===== src/rtl/mcycle_ctrl.sv =====
// Multicycle MIPS-subset control unit: Moore FSM with byte-wise instruction fetch
// plus a combinational PC enable so a taken beq updates the PC in BEQEX.
module mcycle_ctrl (
    input  logic       clk,
    input  logic       reset,
    input  logic [5:0] op,
    input  logic [5:0] funct,
    input  logic       zero,
    output logic       memwrite,
    output logic       alusrca,
    output logic       memtoreg,
    output logic       regdst,
    output logic       iord,
    output logic       regwrite,
    output logic       pcen,
    output logic [1:0] pcsrc,
    output logic [1:0] alusrcb,
    output logic [3:0] irwrite,
    output logic [2:0] alucontrol,
    output logic [3:0] state
);

    localparam int unsigned STATE_W = 4;

    typedef enum logic [STATE_W-1:0] {
        FETCH1  = 4'd0,
        FETCH2  = 4'd1,
        FETCH3  = 4'd2,
        FETCH4  = 4'd3,
        DECODE  = 4'd4,
        MEMADR  = 4'd5,
        LBRD    = 4'd6,
        LBWR    = 4'd7,
        SBWR    = 4'd8,
        RTYPEEX = 4'd9,
        RTYPEWR = 4'd10,
        BEQEX   = 4'd11,
        JEX     = 4'd12,
        ADDIEX  = 4'd13,
        ADDIWR  = 4'd14
    } state_e;

    localparam logic [5:0] OP_LB    = 6'b100000;
    localparam logic [5:0] OP_SB    = 6'b101000;
    localparam logic [5:0] OP_RTYPE = 6'b000000;
    localparam logic [5:0] OP_BEQ   = 6'b000100;
    localparam logic [5:0] OP_J     = 6'b000010;
    localparam logic [5:0] OP_ADDI  = 6'b001000;

    localparam logic [5:0] F_ADD = 6'b100000;
    localparam logic [5:0] F_SUB = 6'b100010;
    localparam logic [5:0] F_AND = 6'b100100;
    localparam logic [5:0] F_OR  = 6'b100101;
    localparam logic [5:0] F_SLT = 6'b101010;

    localparam logic [2:0] ALU_AND = 3'b000;
    localparam logic [2:0] ALU_OR  = 3'b001;
    localparam logic [2:0] ALU_ADD = 3'b010;
    localparam logic [2:0] ALU_SUB = 3'b110;
    localparam logic [2:0] ALU_SLT = 3'b111;

    state_e state_q;
    state_e state_d;
    logic   pcwrite;
    logic   branch;

    // State register; reset forces FETCH1 without waiting for a clock edge.
    always_ff @(posedge clk or posedge reset) begin
        if (reset) begin
            state_q <= FETCH1;
        end else begin
            state_q <= state_d;
        end
    end

    always_comb begin
        state_d = FETCH1;
        case (state_q)
            FETCH1:  state_d = FETCH2;
            FETCH2:  state_d = FETCH3;
            FETCH3:  state_d = FETCH4;
            FETCH4:  state_d = DECODE;
            DECODE: begin
                case (op)
                    OP_LB, OP_SB: state_d = MEMADR;
                    OP_RTYPE:     state_d = RTYPEEX;
                    OP_BEQ:       state_d = BEQEX;
                    OP_J:         state_d = JEX;
                    OP_ADDI:      state_d = ADDIEX;
                    default:      state_d = FETCH1;
                endcase
            end
            MEMADR: begin
                if (op == OP_LB) begin
                    state_d = LBRD;
                end else if (op == OP_SB) begin
                    state_d = SBWR;
                end else begin
                    state_d = FETCH1;
                end
            end
            LBRD:    state_d = LBWR;
            RTYPEEX: state_d = RTYPEWR;
            ADDIEX:  state_d = ADDIWR;
            default: state_d = FETCH1;
        endcase
    end

    // Moore output decode; anything a state does not drive stays 0.
    always_comb begin
        memwrite   = 1'b0;
        alusrca    = 1'b0;
        memtoreg   = 1'b0;
        regdst     = 1'b0;
        iord       = 1'b0;
        regwrite   = 1'b0;
        pcwrite    = 1'b0;
        branch     = 1'b0;
        pcsrc      = 2'b00;
        alusrcb    = 2'b00;
        irwrite    = 4'b0000;
        alucontrol = 3'b000;
        case (state_q)
            FETCH1, FETCH2, FETCH3, FETCH4: begin
                irwrite    = 4'(4'b0001 << state_q[1:0]);
                alusrcb    = 2'b01;
                pcwrite    = 1'b1;
                alucontrol = ALU_ADD;
            end
            DECODE: begin
                alusrcb    = 2'b11;
                alucontrol = ALU_ADD;
            end
            MEMADR, ADDIEX: begin
                alusrca    = 1'b1;
                alusrcb    = 2'b10;
                alucontrol = ALU_ADD;
            end
            LBRD: iord = 1'b1;
            LBWR: begin
                regwrite = 1'b1;
                memtoreg = 1'b1;
            end
            SBWR: begin
                iord     = 1'b1;
                memwrite = 1'b1;
            end
            RTYPEEX: begin
                alusrca = 1'b1;
                case (funct)
                    F_ADD:   alucontrol = ALU_ADD;
                    F_SUB:   alucontrol = ALU_SUB;
                    F_AND:   alucontrol = ALU_AND;
                    F_OR:    alucontrol = ALU_OR;
                    F_SLT:   alucontrol = ALU_SLT;
                    default: alucontrol = ALU_ADD;
                endcase
            end
            RTYPEWR: begin
                regdst   = 1'b1;
                regwrite = 1'b1;
            end
            BEQEX: begin
                alusrca    = 1'b1;
                alucontrol = ALU_SUB;
                branch     = 1'b1;
                pcsrc      = 2'b01;
            end
            JEX: begin
                pcwrite = 1'b1;
                pcsrc   = 2'b10;
            end
            ADDIWR: regwrite = 1'b1;
            default: ;
        endcase
    end

    // Branch resolves in BEQEX itself, so zero feeds pcen combinationally.
    assign pcen  = pcwrite | (branch & zero);
    assign state = state_q;

endmodule

===== config.mk =====
export PLATFORM = sky130hd
export DESIGN_NAME = mcycle_ctrl
export DESIGN_NICKNAME = d
export VERILOG_FILES = /design/src/rtl/mcycle_ctrl.sv
export SDC_FILE = /design/constraint.sdc
export NUM_CORES = 1
export LEC_CHECK = 0
export ABC_CLOCK_PERIOD_IN_PS = 1300
export BUFFER_PORTS_ARGS = -buffer_cell sky130_fd_sc_hd__buf_2
export CAP_MARGIN = 25
export CORE_UTILIZATION = 40
export DETAILED_ROUTE_END_ITERATION = 7
export PLACE_DENSITY = 0.78
export SETUP_SLACK_MARGIN = 0.2
export SYNTH_ARGS = -nofsm -noshare
export SYNTH_HDL_FRONTEND = slang
export SYNTH_SLANG_ARGS = --single-unit

===== constraint.sdc =====
create_clock -name clk -period 1.3 [get_ports clk]
set_clock_uncertainty 0.05 [all_clocks]
set_input_delay 0.195 -clock clk [delete_from_list [all_inputs] [get_ports clk]]
set_output_delay 0.195 -clock clk [all_outputs]
set_load 0.02 [all_outputs]

==> metrics.txt, run 1 <==
Yosys reg bits=4; run status=aborted with a tool error; io pins=37; port bufs=36; H-tree Lvls=1; CTS Buf Count=3; GP Congestion=0.866; Die Width=39.1 um; Initial Util=46.3%; syn_nets=93; Die H=39.1 um; clk sink count=4; Post-Syn Area=549 um^2; Syn Area/Cell=7.04 um^2; cell row count=12; number of enable flip-flop cells after synthesis=0; HPWL Detailed=1640 um; post-synthesis sequential area ratio=18.2%; Primary FF master, synth=dfrtp_1; post-CTS setup buffer count=9; root buf cell=clkbuf_4; CTS Hold Bufs=1; ys async rst share=100%; Synth Instances=78; Max Root-Sink Buffers=2; stage reached=clock tree synthesis (4_1_cts); Post-CTS Resized=71; Cells after DPL=145; Ys Warns=0; stop err=[ERROR DPL-0038] Utilization greater than 100%, impossible to legalize; distinct cell type count after synthesis=27
==> synth_stat cells, drive strengths merged, types with 2 or more instances <==
cell	number	area share (%)
dfrtp	4	18
nor2	9	6.1
a211oi	2	2.7
nand3	3	2.7
o21ai	2	1.8
nor4b	3	9.8
nand4	2	2.3
buf	5	5.7
or2	2	2.3
inv	3	2.0
o211ai	2	2.7
nor2b	4	4.6
nand2	6	4.1
nor3	9	8.2
a21oi	10	9.1
nand2b	2	2.3
nor4	2	2.3
==> cell families after synthesis <==
group	synth area share [%]
AOI/OAI and AO/OA	23.7
buffers and inverters	7.74
DFF	18.2
and+or+nand+nor	50.3
==> metrics by stage <==
step                      worst slack (ns)  setup TNS, ns  hold WS (ns)  area, um^2
after detailed placement            -0.161         -0.440        0.0299        1070
after global placement              -0.130         -0.263        0.0228        1070
after floorplan                    -0.0562         -0.355       -0.0889         737
==> run 2: changes to the inputs <==
- CORE_AREA: not set -> 2 2 63 65
- CORE_UTILIZATION: 40 -> not set
- DIE_AREA: not set -> 0 0 65 67
- PLACE_DENSITY: 0.78 -> not set
- PLACE_DENSITY_LB_ADDON: not set -> 0.15
- SETUP_SLACK_MARGIN: 0.2 -> not set
==> metrics.txt, run 2 <==
WP depth=4; hold endpoint=state[1]; GP Congestion=0.781; Post-Layout Cell Count=191; most frequent cells in the layout=buf_6, buf_4, buf_2; Rel. slew slack=80.0%; run status=finished with violations; CTS tree=built; Initial Util=15.2%; # setup viols final=24; port bufs=36; min-delay src=op[2]; Slowest cell on crit path=dfrtp_2; root buf cell=clkbuf_8; number of diodes=0; largest net degree at the start of global routing=11; Lkg Pwr=0.000592 uW; Core Util, Final=39.4%; P per Cell Area=2440 nW/um^2; crit-path max cell delay=0.46 ns; CTS Buf Count=3; commonest non-fill, non-tap cell in the layout=buf_6; DRT iter0 DRCs=24; GRT Util Overall=11.8%; number of enable flip-flop cells after synthesis=0; max FFs per register=4; Final WS setup=-0.242 ns; H-tree Lvls=1; WP buf/inv=2; distinct cell type count after synthesis=27; Hold Path Stages=3; most numerous cell in the Yosys netlist=a21oi_1; Peak supply drop=0.000607 V; Finished Cell Area=1420 um^2; layout cells sized above 1=76.9%; Power, Total=3460 uW; RSZ-0062 raised after global routing=true; Primary FF master, synth=dfrtp_1; failing checks=setup timing; post-synthesis sequential area ratio=18.2%; Final ANT Viol Nets=0; vias in the first global route=849; period utilisation layout=119%; DRC=0; Via density=4.46; Worst Path Max Fanout=8; Worst Reg-to-Reg Cells=5; Worst-Skew Late Latency=0.21 ns; Die H=67 um; synthesis-to-finish area growth=159%; HPWL Detailed=1680 um; GRT Residual Overflow=0; FF-to-FF setup slack=-0.17 ns; Die Width=65 um; Ys Warns=0; crit-path cells=buf_4 -> a21oi_1 -> or2_4 -> buf_6; cell row count=22; Post-Route WL=2440 um; Max Root-Sink Buffers=2; Place WS=-0.139 ns; Yosys top cell area share=18.2%; io pins=37; critical path startpoint category=register; antenna violations before repair=0; full die area=4360 um^2; wire per inst=12.8 um; Synth area leaders=dfrtp_1, a21oi_1, nor3_1, nor2_1, nor4b_2; Worst setup EP type=output port; Cells after DPL=176; Worst Hold Class=primary input to register; Post-Syn Area=549 um^2; Top Family by Delay on Critical Path=flip-flops; max frequency=648 MHz; Synth Instances=78; top post-synthesis cells by count=a21oi_1, nor2_1, nor3_1; core area=3610 um^2; clock slew at reported path FFs=0.03 ns; Arrival @ worst endpoint=1.30 ns; area leader, netlist=dfrtp_1; Syn Area/Cell=7.04 um^2; post-place instance area=1020 um^2; first-pass GRT wire length=3940 um; ys async rst share=100%; reg2reg start=state[0]; WS Path Type=register to output port; clk sink count=4; Yosys reg bits=4; Nets=160; Pre-Repair DR Iteration Count=4; Max Slew Vio Count=0; Slew @ Worst Pin=0.297 ns; Required @ worst endpoint=1.05 ns; max cap viols=0; via count=851; reg2reg end=state[1]; fin crit period=1.54 ns; Final Hold Viols=0; syn_nets=93
run 2: cell families (layout without fill, tap and decap cells):
kind of cell	count (synthesis)	count (layout)	share of synthesized area, %
AND/OR/NAND/NOR	46	46	50.3
flip-flops	4	4	18.2
buffers and inverters	8	73	7.74
AO/OA/AOI/OAI	20	20	23.7
run 2: metrics by stage:
stage,hold WS (ns),TNS [ns]
detailed placement,0.0255,-0.598
CTS,0.258,-3.89
global route,0.305,-5.18
finish,0.271,-3.82
floorplan,-0.0889,-0.247
global placement,0.0255,-0.654
run 2: what timing repair did:
item / CTS / global route
hold buffers: 1 / 0
setup buffers: 9 / 3
endpoints found under the setup margin: 20 / 25
hold endpoints to repair: 4 / 0
gates resized for setup: 44 / 28
pin swaps: 9 / 9
run 2: where the power goes:
| group | switching [uW] | internal [uW] |
|---|---|---|
| clock | 58.8 | 197 |
| sequential | 135 | 194 |
| combinational | 1410 | 1470 |
run 2: layer usage:
metal | global-route usage, % | vias to the layer above | part of all wire (%)
li1 | - | 419 | -
met1 | 14.6 | 398 | 43
met2 | 20.5 | 30 | 51
met3 | 1.18 | 4 | 4.1
met4 | 5.59 | 0 | 1.6
met5 | 0 | - | 0
run 2: worst max-delay path by stage:
stage	startpoint	endpoint	slack, ns
6_report	state[2]	pcen	-0.24
4_1_cts	state[2]	pcen	-0.24
3_3_place_gp	funct[4]	alucontrol[0]	-0.14
5_1_grt	state[2]	regwrite	-0.29
2_1_floorplan	state[3]	iord	-0.06
3_5_place_dp	funct[4]	alucontrol[0]	-0.14
run 2: worst reg2reg max path, delay by kind of cell, from the launching register on:
kind | cells | cell delay [ns]
flip-flops | 1 | 0.47
AO/OA/AOI/OAI | 2 | 0.36
buffers and inverters | 2 | 0.31
AND/OR/NAND/NOR | 1 | 0.14
run 2: layout make-up:
class	count	area, um^2
fill	373	2190
multi-input combinational	66	616
tap	48	60.1
sequential	4	105
timing repair buffer	67	582
inverter	3	16.3
clock buffer	3	41.3
No activity file was read; power rests on OpenSTA's default activity.
